### src/rtl/hazard_pkg.sv
// Shared sizing defaults and types for the multi-cycle hazard scoreboard.
package hazard_pkg;
   localparam int NREG     = 32;
   localparam int RW       = 5;
   localparam int CW       = 3;
   localparam int LAT_LOAD = 1;

   typedef logic [RW-1:0] reg_idx_t;
   typedef logic [CW-1:0] lat_t;
endpackage

### src/rtl/hazard_busy_cnt.sv
// One per-register countdown: loads remaining stall cycles, decrements to zero.
module hazard_busy_cnt #(
   parameter int CW = 3
) (
   input  logic          clk,
   input  logic          rst,
   input  logic          load,
   input  logic [CW-1:0] load_val,
   output logic [CW-1:0] cnt,
   output logic          busy
);
   localparam logic [CW-1:0] ONE = CW'(1);

   // A new producer always overrides an in-progress countdown.
   always_ff @(posedge clk or posedge rst) begin
      if (rst)               cnt <= '0;
      else if (load)         cnt <= load_val;
      else if (cnt != '0)    cnt <= cnt - ONE;
   end

   assign busy = (cnt != '0);
endmodule

### src/rtl/hazard_scoreboard.sv
// ID/EX hazard scoreboard: per-register latency countdowns drive IF/ID stall and flush.
// Optional HAZARD_STALL_STATS_EN adds a saturating stall_count output.
module hazard_scoreboard
   import hazard_pkg::*;
#(
   parameter int NREG = hazard_pkg::NREG,
   parameter int RW   = hazard_pkg::RW,
   parameter int CW   = hazard_pkg::CW
) (
   input  logic          clk,
   input  logic          rst,
   input  logic [RW-1:0] if_id_rs,
   input  logic [RW-1:0] if_id_rt,
   input  logic          id_uses_rs,
   input  logic          id_uses_rt,
   input  logic          ex_issue_valid,
   input  logic [RW-1:0] ex_issue_rd,
   input  logic [CW-1:0] ex_issue_lat,
   input  logic          pridictor_wrong,
   output logic          if_id_pc_write,
   output logic          if_id_write_from_hazard_detector,
`ifdef HAZARD_STALL_STATS_EN
   output logic [31:0]   stall_count,
`endif
   output logic          id_mux_load_use
);
   localparam logic [CW-1:0] LAT_ONE = CW'(LAT_LOAD);

   logic [NREG-1:0]         busy;
   logic [NREG-1:0][CW-1:0] cnt;
   logic                    issue_live;
   logic                    pend_rs, pend_rt, haz;

   assign issue_live = ex_issue_valid && (ex_issue_rd != '0) && (ex_issue_lat != '0);

   assign busy[0] = 1'b0;
   assign cnt[0]  = '0;

   for (genvar g = 1; g < NREG; g++) begin : g_cnt
      hazard_busy_cnt #(.CW(CW)) u_cnt (
         .clk      (clk),
         .rst      (rst),
         .load     (issue_live && (ex_issue_rd == RW'(g))),
         .load_val (ex_issue_lat - LAT_ONE),
         .cnt      (cnt[g]),
         .busy     (busy[g])
      );
   end

   // The EX instruction itself counts as pending so a back-to-back consumer stalls.
   assign pend_rs = (issue_live && (ex_issue_rd == if_id_rs)) || busy[if_id_rs];
   assign pend_rt = (issue_live && (ex_issue_rd == if_id_rt)) || busy[if_id_rt];
   assign haz     = (id_uses_rs && pend_rs) || (id_uses_rt && pend_rt);

   assign if_id_pc_write                   = !(haz && !pridictor_wrong);
   assign if_id_write_from_hazard_detector = !(haz || pridictor_wrong);
   assign id_mux_load_use                  = !(haz || pridictor_wrong);

`ifdef HAZARD_STALL_STATS_EN
   always_ff @(posedge clk or posedge rst) begin
      if (rst)
         stall_count <= '0;
      else if (haz && !pridictor_wrong && (stall_count != 32'hFFFF_FFFF))
         stall_count <= stall_count + 32'd1;
   end
`endif
endmodule

### config.mk
export PLATFORM = sky130hd
export DESIGN_NAME = hazard_scoreboard
export DESIGN_NICKNAME = d
export VERILOG_FILES = /design/src/rtl/hazard_pkg.sv /design/src/rtl/hazard_busy_cnt.sv /design/src/rtl/hazard_scoreboard.sv
export SDC_FILE = /design/constraint.sdc
export NUM_CORES = 1
export LEC_CHECK = 0
export BUFFER_PORTS_ARGS = -buffer_cell sky130_fd_sc_hd__buf_4
export CAP_MARGIN = 20
export CORE_MARGIN = 4
export CORE_UTILIZATION = 61
export CTS_CLUSTER_SIZE = 24
export DETAILED_ROUTE_END_ITERATION = 8
export PLACE_DENSITY = 0.86
export SKIP_CTS_REPAIR_TIMING = 1
export SLEW_MARGIN = 10
export SYNTH_ARGS = -nofsm -noshare
export SYNTH_HDL_FRONTEND = slang
export SYNTH_HIERARCHICAL = 1
export SYNTH_SLANG_ARGS = --single-unit
### constraint.sdc
create_clock -name clk -period 2.6 [get_ports clk]
set_input_delay 0 -clock clk [delete_from_list [all_inputs] [get_ports clk]]
set_output_delay 0 -clock clk [all_outputs]
set_load 0.005 [all_outputs]
==> results of run 1 <==
[report_power, final]
group          leakage [nW]  total [mW]  internal, mW  switching (mW)
Combinational          2.44        4.61          2.42            2.19
Sequential             1.09        2.89          2.24           0.651
Clock                 0.163        1.45         0.892           0.562
[area by class of cell]
type	instances	area (µm²)
multi-input combinational	517	4480
fill	754	3190
sequential	93	2330
inverter	164	616
timing repair buffer	51	398
clock buffer	12	256
tap	143	179
clock inverter	4	70.1
[stage by stage]
stage / hold WS (ns) / utilization (%) / instance area, µm² / std cells
after floorplan: -0.246 / - / 7220 / 785
after global placement: 0.100 / 66.0 / 7600 / 949
after detailed placement: 0.104 / 66.0 / 7600 / 949
after CTS: -0.277 / 68.8 / 7920 / 965
after global routing: 0.255 / 72.3 / 8330 / 984
final: 0.236 / 72.3 / 8330 / 984
[worst max-delay path, cell delays in order, from the launching register on]
cell and delay [ns]:
dfrtp_1 0.39, inv_1 0.10, ha_1 0.21, nand2b_1 0.14, mux4_2 0.48, mux2_2 0.31
a211oi_2 0.27, o32ai_2 0.15, nor2_1 0.17, buf_4 0.13
[layout by cell type (no fill, tap or decap), drive strengths merged]
cell,instances
a2111oi,1
a211oi,1
a221o,2
a221oi,33
a311oi,31
a31oi,32
and2,1
and2b,1
buf,50
bufinv,2
clkbuf,12
clkinv,2
dfrtp,93
dlygate4sd3,1
ha,64
inv,164
mux2,4
mux2i,6
mux4,12
nand2,5
nand2b,69
nand3,4
nand3b,2
nor2,35
nor2b,99
nor3,4
nor4,2
nor4b,62
o21ai,1
o221ai,1
o32ai,1
o41ai,2
or2,1
or3b,31
xnor2,6
xor2,4
[final timing paths]
kind	startpoint	end	cells past startpoint
hold / removal	ex_issue_rd[2]	g_cnt[1].u_cnt/cnt[2]	5
hold reg to reg	g_cnt[25].u_cnt/cnt[2]	g_cnt[25].u_cnt/cnt[2]	2
setup / recovery	g_cnt[24].u_cnt/cnt[0]	id_mux_load_use	9
max in group asynchronous	rst	g_cnt[5].u_cnt/cnt[2]	3
setup reg to reg	g_cnt[11].u_cnt/cnt[0]	g_cnt[11].u_cnt/cnt[2]	5
min in group asynchronous	rst	g_cnt[18].u_cnt/cnt[0]	3
[layer usage]
metal	vias to the layer above	track usage, %	wire length (µm)
met1	3046	32.9	7500
li1	2846	-	-
met4	0	13.5	724
met2	261	44.3	8970
met5	-	0	0
met3	80	6.32	1310
[logic make-up (layout without fill, tap and decap cells)]
family | after synthesis | in the layout | share of synthesized area, %
xor+xnor | 10 | 10 | 1.21
fa+ha+maj | 64 | 64 | 11.1
compound gates | 105 | 105 | 11.7
mux | 22 | 22 | 5.35
simple gates | 316 | 316 | 29.1
buf+inv | 175 | 231 | 9.35
flops | 93 | 93 | 32.2
[cell usage after synthesis (all sizes together) (3+ instances only)]
cell type,instances,share of area (%)
a221oi,33,4.0
a311oi,31,3.8
a31oi,32,2.8
buf,8,0.68
clkbuf,3,0.16
dfrtp,93,32
ha,64,11
inv,164,8.5
mux2,4,0.62
mux2i,6,0.83
mux4,12,3.9
nand2,5,0.26
nand2b,69,6.0
nand3,4,0.28
nor2,35,1.8
nor2b,99,8.6
nor3,4,0.28
nor4b,62,7.5
or3b,31,3.8
xnor2,6,0.73
xor2,4,0.48
==> metrics.md, run 1 <==
| Metric | Value |
|---|---|
| Worst Path Max Fanout | `4` |
| First-pass GRT wire length | `28.8 mm` |
| Area inside the core boundary | `11500 µm²` |
| Post-detail-place hpwl | `12.7 mm` |
| Overall track demand over capacity in global routing | `26.8%` |
| Post-route minimum period | `2.71 ns` |
| Max H-tree Level | `3` |
| Synth Flop Type | `dfrtp_1` |
| Highest attainable clock frequency | `0.369 GHz` |
| Wire length reported by the detailed router | `18.5 mm` |
| Max-slew violation total from the final report | `0` |
| Mean instance size in the synthesized netlist | `9.20 µm²` |
| Ports | `27` |
| Maximum number of pins on one net before global-route repair | `32` |
| Type of destination of the critical path | `output pin` |
| Clk_lat worst skew | `0.36 ns` |
| Min-delay worst type | `in -> reg` |
| Post-synthesis cell type count | `36` |
| Reg with most FFs | `g_cnt.u_cnt/cnt` |
| Post-route clock skew | `0.00643 ns` |
| Routed Antenna Nets | `0` |
| Worst Tran Pin Value | `0.686 ns` |
| Residual DRC count | `0` |
| Power per unit of standard cell area | `1080 nW/µm²` |
| Area of the mapped netlist | `7220 µm²` |
| Critical path type | `reg -> out` |
| Flip-flop count of the largest register after layout | `93` |
| Required @ worst endpoint | `2.60 ns` |
| Final number of setup-violating endpoints | `2` |
| Peak ir drop on the vdd network | `0.674 mV` |
| Global placement routability congestion | `0.888` |
| Total global routing overflow | `0` |
| First-iteration detailed-routing DRC count | `512` |
| Failing checks | `negative setup slack` |
| Height of the die | `117 µm` |
| Number of buffers added by the clock tree synthesis step | `9` |
| Leak | `3.69 nW` |
| Worst setup slack after placement | `0.119 ns` |
| Reg-to-reg setup timing slack | `1.10 ns` |
| Number of optimization iterations in the first detailed-route pass | `7` |
| Unrepaired setup endpoints after global routing | `true` |
| Area overhead of the layout relative to synthesis | `15.3%` |
| Setup slack after layout | `-0.107 ns` |
| Startpoint type of the worst setup path | `flop` |
| Initial antenna violation count | `0` |
| Nets | `924` |
| I/O Buffers | `26` |
| Post-synthesis async set-or-reset flop share | `100%` |
| Number of flops mapped to enable cells by yosys | `0` |
| Die area | `13600 µm²` |
| # diodes | `0` |
| Arrival time of data at the critical path endpoint | `2.71 ns` |
| Number of max-cap violations | `0` |
| Hold violation count in the final report | `0` |
| Power Total | `8.96 mW` |
| Starting utilization of the core area | `62.7%` |
| Net Count, Synth | `873` |
| CTS tree | `done` |
| Largest buffer count on any clock path | `2` |
| Die Span X | `117 µm` |
| Clock-pin transition on the worst setup and hold timing paths | `0.06 ns` |
| Outcome | `finished with violations` |
| Routed WL per cell | `18.8 µm` |
| Largest registers in the final layout | `g_cnt.u_cnt/cnt: 93 flops` |
| Post-synthesis cell count | `785` |
| Portion of the clock cycle consumed by the worst path in the final layout | `104%` |
| Share of the yosys chip area belonging to registers | `32.2%` |
| Headroom to the max-slew limit | `53.9%` |
| Vias post-DR | `6233` |
| Share of post-route cells with drive strength above 1 | `15.7%` |
| Clk sink count | `93` |
| Via count of the first global-routing pass | `6288` |
| Number of core rows | `39` |
| Post-route setup TNS | `-0.211 ns` |
| Seq cells post-synth | `93` |
| Via density | `6.33` |
| Count of yosys warnings during synthesis | `6` |
| Clk root buf | `clkbuf_16` |
(Power assumes the default switching activity.)
==> inputs of run 2 (changes only) <==
--- a/config.mk
+++ b/config.mk
@@ -9,8 +9,10 @@
 export CAP_MARGIN = 20
 export CORE_MARGIN = 4
 export CORE_UTILIZATION = 61
+export CTS_BUF_LIST = sky130_fd_sc_hd__clkbuf_4 sky130_fd_sc_hd__clkbuf_8
 export CTS_CLUSTER_SIZE = 24
 export DETAILED_ROUTE_END_ITERATION = 8
+export GPL_ROUTABILITY_DRIVEN = 1
 export PLACE_DENSITY = 0.86
 export SKIP_CTS_REPAIR_TIMING = 1
 export SLEW_MARGIN = 10
==> run 2 against run 1 <==
Via count down 1.7%. The flow still finishes with violations (negative setup slack). Non-clock buffer count fell by 3. Clock power shrank 23%. Largest cell class unchanged.
==> metrics.md, run 2 (synthesized netlist as in run 1, its figures left out) <==
| Metric | Value |
|---|---|
| Largest buffer count on any clock path | `2` |
| Arrival time of data at the critical path endpoint | `2.69 ns` |
| Headroom to the max-slew limit | `47.2%` |
| Nets | `921` |
| Post-route minimum period | `2.69 ns` |
| Setup slack after layout | `-0.0873 ns` |
| Area overhead of the layout relative to synthesis | `13.9%` |
| Startpoint type of the worst setup path | `flop` |
| First-iteration detailed-routing DRC count | `539` |
| Power Total | `8.55 mW` |
| # diodes | `0` |
| Flip-flop count of the largest register after layout | `93` |
| Max H-tree Level | `3` |
| Reg with most FFs | `g_cnt.u_cnt/cnt` |
| Share of post-route cells with drive strength above 1 | `15.8%` |
| Die Span X | `117 µm` |
| Max-slew violation total from the final report | `0` |
| Area inside the core boundary | `11500 µm²` |
| Non-filler instance count after layout | `981` |
| Number of core rows | `39` |
| Portion of the clock cycle consumed by the worst path in the final layout | `103%` |
| Worst Path Max Fanout | `4` |
| Wire length reported by the detailed router | `18.0 mm` |
| Number of buffers added by the clock tree synthesis step | `9` |
| Overall track demand over capacity in global routing | `26.4%` |
| Global placement routability congestion | `0.888` |
| Most common cell after layout, fill and taps aside | `inv_1` |
| Most frequent cells in the layout | `148 x inv_1, 99 x nor2b_1, 93 x dfrtp_1` |
| Initial antenna violation count | `0` |
| Highest attainable clock frequency | `0.372 GHz` |
| Number of max-cap violations | `0` |
| I/O Buffers | `26` |
| Total global routing overflow | `0` |
| Height of the die | `117 µm` |
| Post-detail-place hpwl | `12.7 mm` |
| Logic depth of the worst register-to-register path | `5` |
| CTS tree | `done` |
| Unrepaired setup endpoints after global routing | `true` |
| Type of destination of the critical path | `output pin` |
| Min-delay worst type | `in -> reg` |
| Required @ worst endpoint | `2.60 ns` |
| Number of optimization iterations in the first detailed-route pass | `5` |
| Leak | `3.65 nW` |
| Die area | `13600 µm²` |
| Critical path type | `reg -> out` |
| Worst hold path depth | `5` |
| Vias post-DR | `6129` |
| Largest registers in the final layout | `g_cnt.u_cnt/cnt: 93 flops` |
| Ports | `27` |
| Clk root buf | `clkbuf_8` |
| Post-route clock skew | `0.00961 ns` |
| Residual DRC count | `0` |
| Number of fill cells | `778` |
| Via count of the first global-routing pass | `6187` |
| Worst Tran Pin Value | `0.786 ns` |
| Instance count after placement with tap cells included | `949` |
| Min Hold Slack | `0.194 ns` |
| Clk_lat worst skew | `0.39 ns` |
| Failing checks | `negative setup slack` |
| Clk sink count | `93` |
| Hold violation count in the final report | `0` |
| Via density | `6.25` |
| Outcome | `finished with violations` |
| Final number of setup-violating endpoints | `2` |
| Routed WL per cell | `18.3 µm` |
| Power per unit of standard cell area | `1040 nW/µm²` |
| Starting utilization of the core area | `62.7%` |
| Peak ir drop on the vdd network | `0.595 mV` |
| Routed Antenna Nets | `0` |
| First-pass GRT wire length | `28.3 mm` |
| Maximum number of pins on one net before global-route repair | `32` |
| Clock-pin transition on the worst setup and hold timing paths | `0.10 ns` |
-- run 2: through the flow --
step	setup slack, ns	area (µm²)	utilization, %	setup TNS [ns]
global placement	0.243	7600	66.0	0
CTS	-0.342	7830	67.9	-0.918
finish	-0.0873	8230	71.4	-0.173
global route	-0.204	8230	71.4	-0.541
detailed placement	0.119	7600	66.0	0
floorplan	0.396	7220	-	0
-- run 2: final timing paths --
path / from / end / slack, ns
setup / recovery: g_cnt[31].u_cnt/cnt[0] / id_mux_load_use / -0.09
hold / removal: ex_issue_rd[3] / g_cnt[1].u_cnt/cnt[1] / 0.19
setup reg to reg: g_cnt[14].u_cnt/cnt[0] / g_cnt[14].u_cnt/cnt[2] / 1.16
hold reg to reg: g_cnt[4].u_cnt/cnt[2] / g_cnt[4].u_cnt/cnt[2] / 0.62
max in group asynchronous: rst / g_cnt[6].u_cnt/cnt[0] / 2.18
min in group asynchronous: rst / g_cnt[1].u_cnt/cnt[0] / 0.26
-- run 2: layer usage --
| metal | vias to the layer above | part of all wire, % | GRT usage, % |
|---|---|---|---|
| li1 | 2840 | - | - |
| met1 | 2952 | 41 | 32.3 |
| met2 | 266 | 48 | 43.7 |
| met3 | 71 | 7.2 | 5.81 |
| met4 | 0 | 3.6 | 13.8 |
| met5 | - | 0 | 0 |
-- run 2: cell type report --
type	count	area (µm²)	area share [%]
inverter	164	616	7.48
sequential	93	2330	28.3
timing repair buffer	48	375	4.56
clock buffer	12	159	1.93
clock inverter	4	70.1	0.852
tap	143	179	2.18
multi-input combinational	517	4500	54.7
-- run 2: where the power goes --
group | leakage [nW] | switching, mW | internal, mW
combinational | 2.43 | 2.15 | 2.40
sequential | 1.09 | 0.642 | 2.24
clock | 0.120 | 0.517 | 0.602
-- run 2: worst max-delay path, stage by stage (launching register included) --
cell and delay [ns]:
dfrtp_1 0.40, inv_1 0.09, ha_1 0.21, nand2b_1 0.14
mux4_2 0.48, mux2_2 0.29, a211oi_2 0.24, o32ai_2 0.15
nor2_1 0.17, buf_4 0.13
==> inputs of run 3 (changes only) <==
--- a/config.mk
+++ b/config.mk
@@ -5,15 +5,15 @@
 export SDC_FILE = /design/constraint.sdc
 export NUM_CORES = 1
 export LEC_CHECK = 0
-export BUFFER_PORTS_ARGS = -buffer_cell sky130_fd_sc_hd__buf_4
 export CAP_MARGIN = 20
 export CORE_MARGIN = 4
 export CORE_UTILIZATION = 61
 export CTS_BUF_LIST = sky130_fd_sc_hd__clkbuf_4 sky130_fd_sc_hd__clkbuf_8
 export CTS_CLUSTER_SIZE = 24
 export DETAILED_ROUTE_END_ITERATION = 8
+export DONT_BUFFER_PORTS = 1
 export GPL_ROUTABILITY_DRIVEN = 1
-export PLACE_DENSITY = 0.86
+export PLACE_DENSITY = 0.84
 export SKIP_CTS_REPAIR_TIMING = 1
 export SLEW_MARGIN = 10
 export SYNTH_ARGS = -nofsm -noshare
==> run 3 against run 2 <==
The run still ends with negative setup slack left. Non-clock buffer count fell by 28. Critical path depth rose by 1. Global-route usage rose by 0.073 points. Critical endpoint unchanged. Highest routed layer unchanged.
==> metrics.md, run 3 (synthesized netlist as in run 1, its figures left out) <==
| Metric | Value |
|---|---|
| Outcome | `finished with violations` |
| Failing checks | `negative setup slack` |
| CTS tree | `done` |
| Area overhead of the layout relative to synthesis | `9.84%` |
| First-iteration detailed-routing DRC count | `496` |
| Critical path type | `reg -> out` |
| Clk sink count | `93` |
| Reg with most FFs | `g_cnt.u_cnt/cnt` |
| Worst Tran Pin Value | `0.762 ns` |
| Power per unit of standard cell area | `1050 nW/µm²` |
| Post-layout util | `68.9%` |
| Nets | `893` |
| Die Span X | `117 µm` |
| Post-route standard cell area excluding fillers | `7940 µm²` |
| Residual DRC count | `0` |
| Global placement routability congestion | `0.841` |
| Arrival time of data at the critical path endpoint | `2.69 ns` |
| Clk_lat worst skew | `0.39 ns` |
| Post-route minimum period | `2.69 ns` |
| CP peak stage delay | `0.46 ns` |
| Height of the die | `117 µm` |
| Buffers & Inverters on Critical Path | `2` |
| Setup slack after layout | `-0.0912 ns` |
| Clk root buf | `clkbuf_8` |
| First-pass GRT wire length | `28.2 mm` |
| Routed Antenna Nets | `0` |
| Ports | `27` |
| Post-detail-place hpwl | `12.6 mm` |
| Required @ worst endpoint | `2.60 ns` |
| Number of optimization iterations in the first detailed-route pass | `5` |
| Largest registers in the final layout | `g_cnt.u_cnt/cnt: 93 flops` |
| Die area | `13600 µm²` |
| Portion of the clock cycle consumed by the worst path in the final layout | `104%` |
| Area inside the core boundary | `11500 µm²` |
| Via density | `6.22` |
| Peak ir drop on the vdd network | `0.644 mV` |
| Vias post-DR | `5930` |
| Final number of setup-violating endpoints | `3` |
| Placed standard-cell area | `7390 µm²` |
| Family with the most delay on the worst path | `multiplexers` |
| Flip-flop count of the largest register after layout | `93` |
| Post-route clock skew | `0.00819 ns` |
| Highest attainable clock frequency | `0.372 GHz` |
| Type of destination of the critical path | `output pin` |
| Wire length reported by the detailed router | `17.8 mm` |
| Crit-path cells | `inv_2, ha_4, nand2b_4, buf_6, mux4_2, mux2i_1, nor2_1, o41ai_2, o32ai_2, nor2_2` |
| Leak | `3.52 nW` |
| Number of max-cap violations | `0` |
| Most frequent cells in the layout | `162 x inv_1, 99 x nor2b_1, 93 x dfrtp_1` |
| Headroom to the max-slew limit | `48.8%` |
| Initial antenna violation count | `0` |
| Starting utilization of the core area | `62.7%` |
| Unrepaired setup endpoints after global routing | `true` |
| Highest-delay cell along the critical path | `mux4_2` |
| Startpoint type of the worst setup path | `flop` |
| Number of core rows | `39` |
| Max-slew violation total from the final report | `0` |
| Maximum number of pins on one net before global-route repair | `32` |
| Hold violation count in the final report | `0` |
| Number of buffers added by the clock tree synthesis step | `9` |
| Worst Path Max Fanout | `4` |
| Largest buffer count on any clock path | `2` |
| Routed WL per cell | `18.7 µm` |
| Clock-pin transition on the worst setup and hold timing paths | `0.08 ns` |
| Total global routing overflow | `0` |
| I/O Buffers | `0` |
| Via count of the first global-routing pass | `5986` |
| Share of post-route cells with drive strength above 1 | `8.52%` |
| # diodes | `0` |
| Min-delay worst type | `in -> reg` |
| Most common cell after layout, fill and taps aside | `inv_1` |
| Max H-tree Level | `3` |
| Overall track demand over capacity in global routing | `26.4%` |
==> run 3: changes by cell type in the layout (fill, tap and decap cells not counted), sizes merged <==
cell,change
bufinv,+2
dlygate4sd3,+4
buf,-32
clkinvlp,+1
clkbuf,-3
==> run 3: through the flow <==
step	power [mW]	hold WS, ns	instances	TNS (ns)	setup slack (ns)
after global routing	8.96	0.0103	953	-0.502	-0.197
after floorplan	5.67	-0.246	785	0	0.396
final	8.31	0.00362	953	-0.207	-0.0912
after detailed placement	6.60	-0.236	923	0	0.208
after global placement	6.21	-0.238	923	0	0.277
after CTS	7.90	-0.664	939	-0.564	-0.223
==> run 3: tightest hold or removal path, cell delays in order <==
cell     delay, ns
nor3_1        0.04
buf_4         0.15
inv_1         0.07
a31oi_1       0.08
==> run 3: where the power goes <==
group | internal (mW) | switching, mW
combinational | 2.16 | 2.02
clock | 0.732 | 0.534
sequential | 2.24 | 0.626
total | 5.13 | 3.18
==> run 3: layer usage <==
layer / wire [µm] / global-route usage [%]
met1: 7170 / 32.6
met3: 1340 / 6.94
met4: 478 / 9.94
met2: 8840 / 44.7
met5: 0 / 0
==> run 3: worst paths after layout <==
check | slack [ns] | to | start | cells after the start
setup / recovery | -0.09 | id_mux_load_use | g_cnt[11].u_cnt/cnt[0] | 10
hold / removal | 0.004 | g_cnt[3].u_cnt/cnt[2] | ex_issue_rd[3] | 4
setup reg to reg | 1.14 | g_cnt[11].u_cnt/cnt[2] | g_cnt[11].u_cnt/cnt[0] | 5
hold reg to reg | 0.62 | g_cnt[27].u_cnt/cnt[2] | g_cnt[27].u_cnt/cnt[2] | 2
max in group asynchronous | 1.73 | g_cnt[31].u_cnt/cnt[0] | rst | 4
min in group asynchronous | 0.20 | g_cnt[23].u_cnt/cnt[1] | rst | 3
==> run 3: cell type report <==
| cell class | count | area, µm² |
|---|---|---|
| multi-input combinational | 517 | 4370 |
| fill | 844 | 3580 |
| sequential | 93 | 2330 |
| inverter | 164 | 616 |
| timing repair buffer | 20 | 179 |
| tap | 143 | 179 |
| clock inverter | 7 | 138 |
| clock buffer | 9 | 124 |
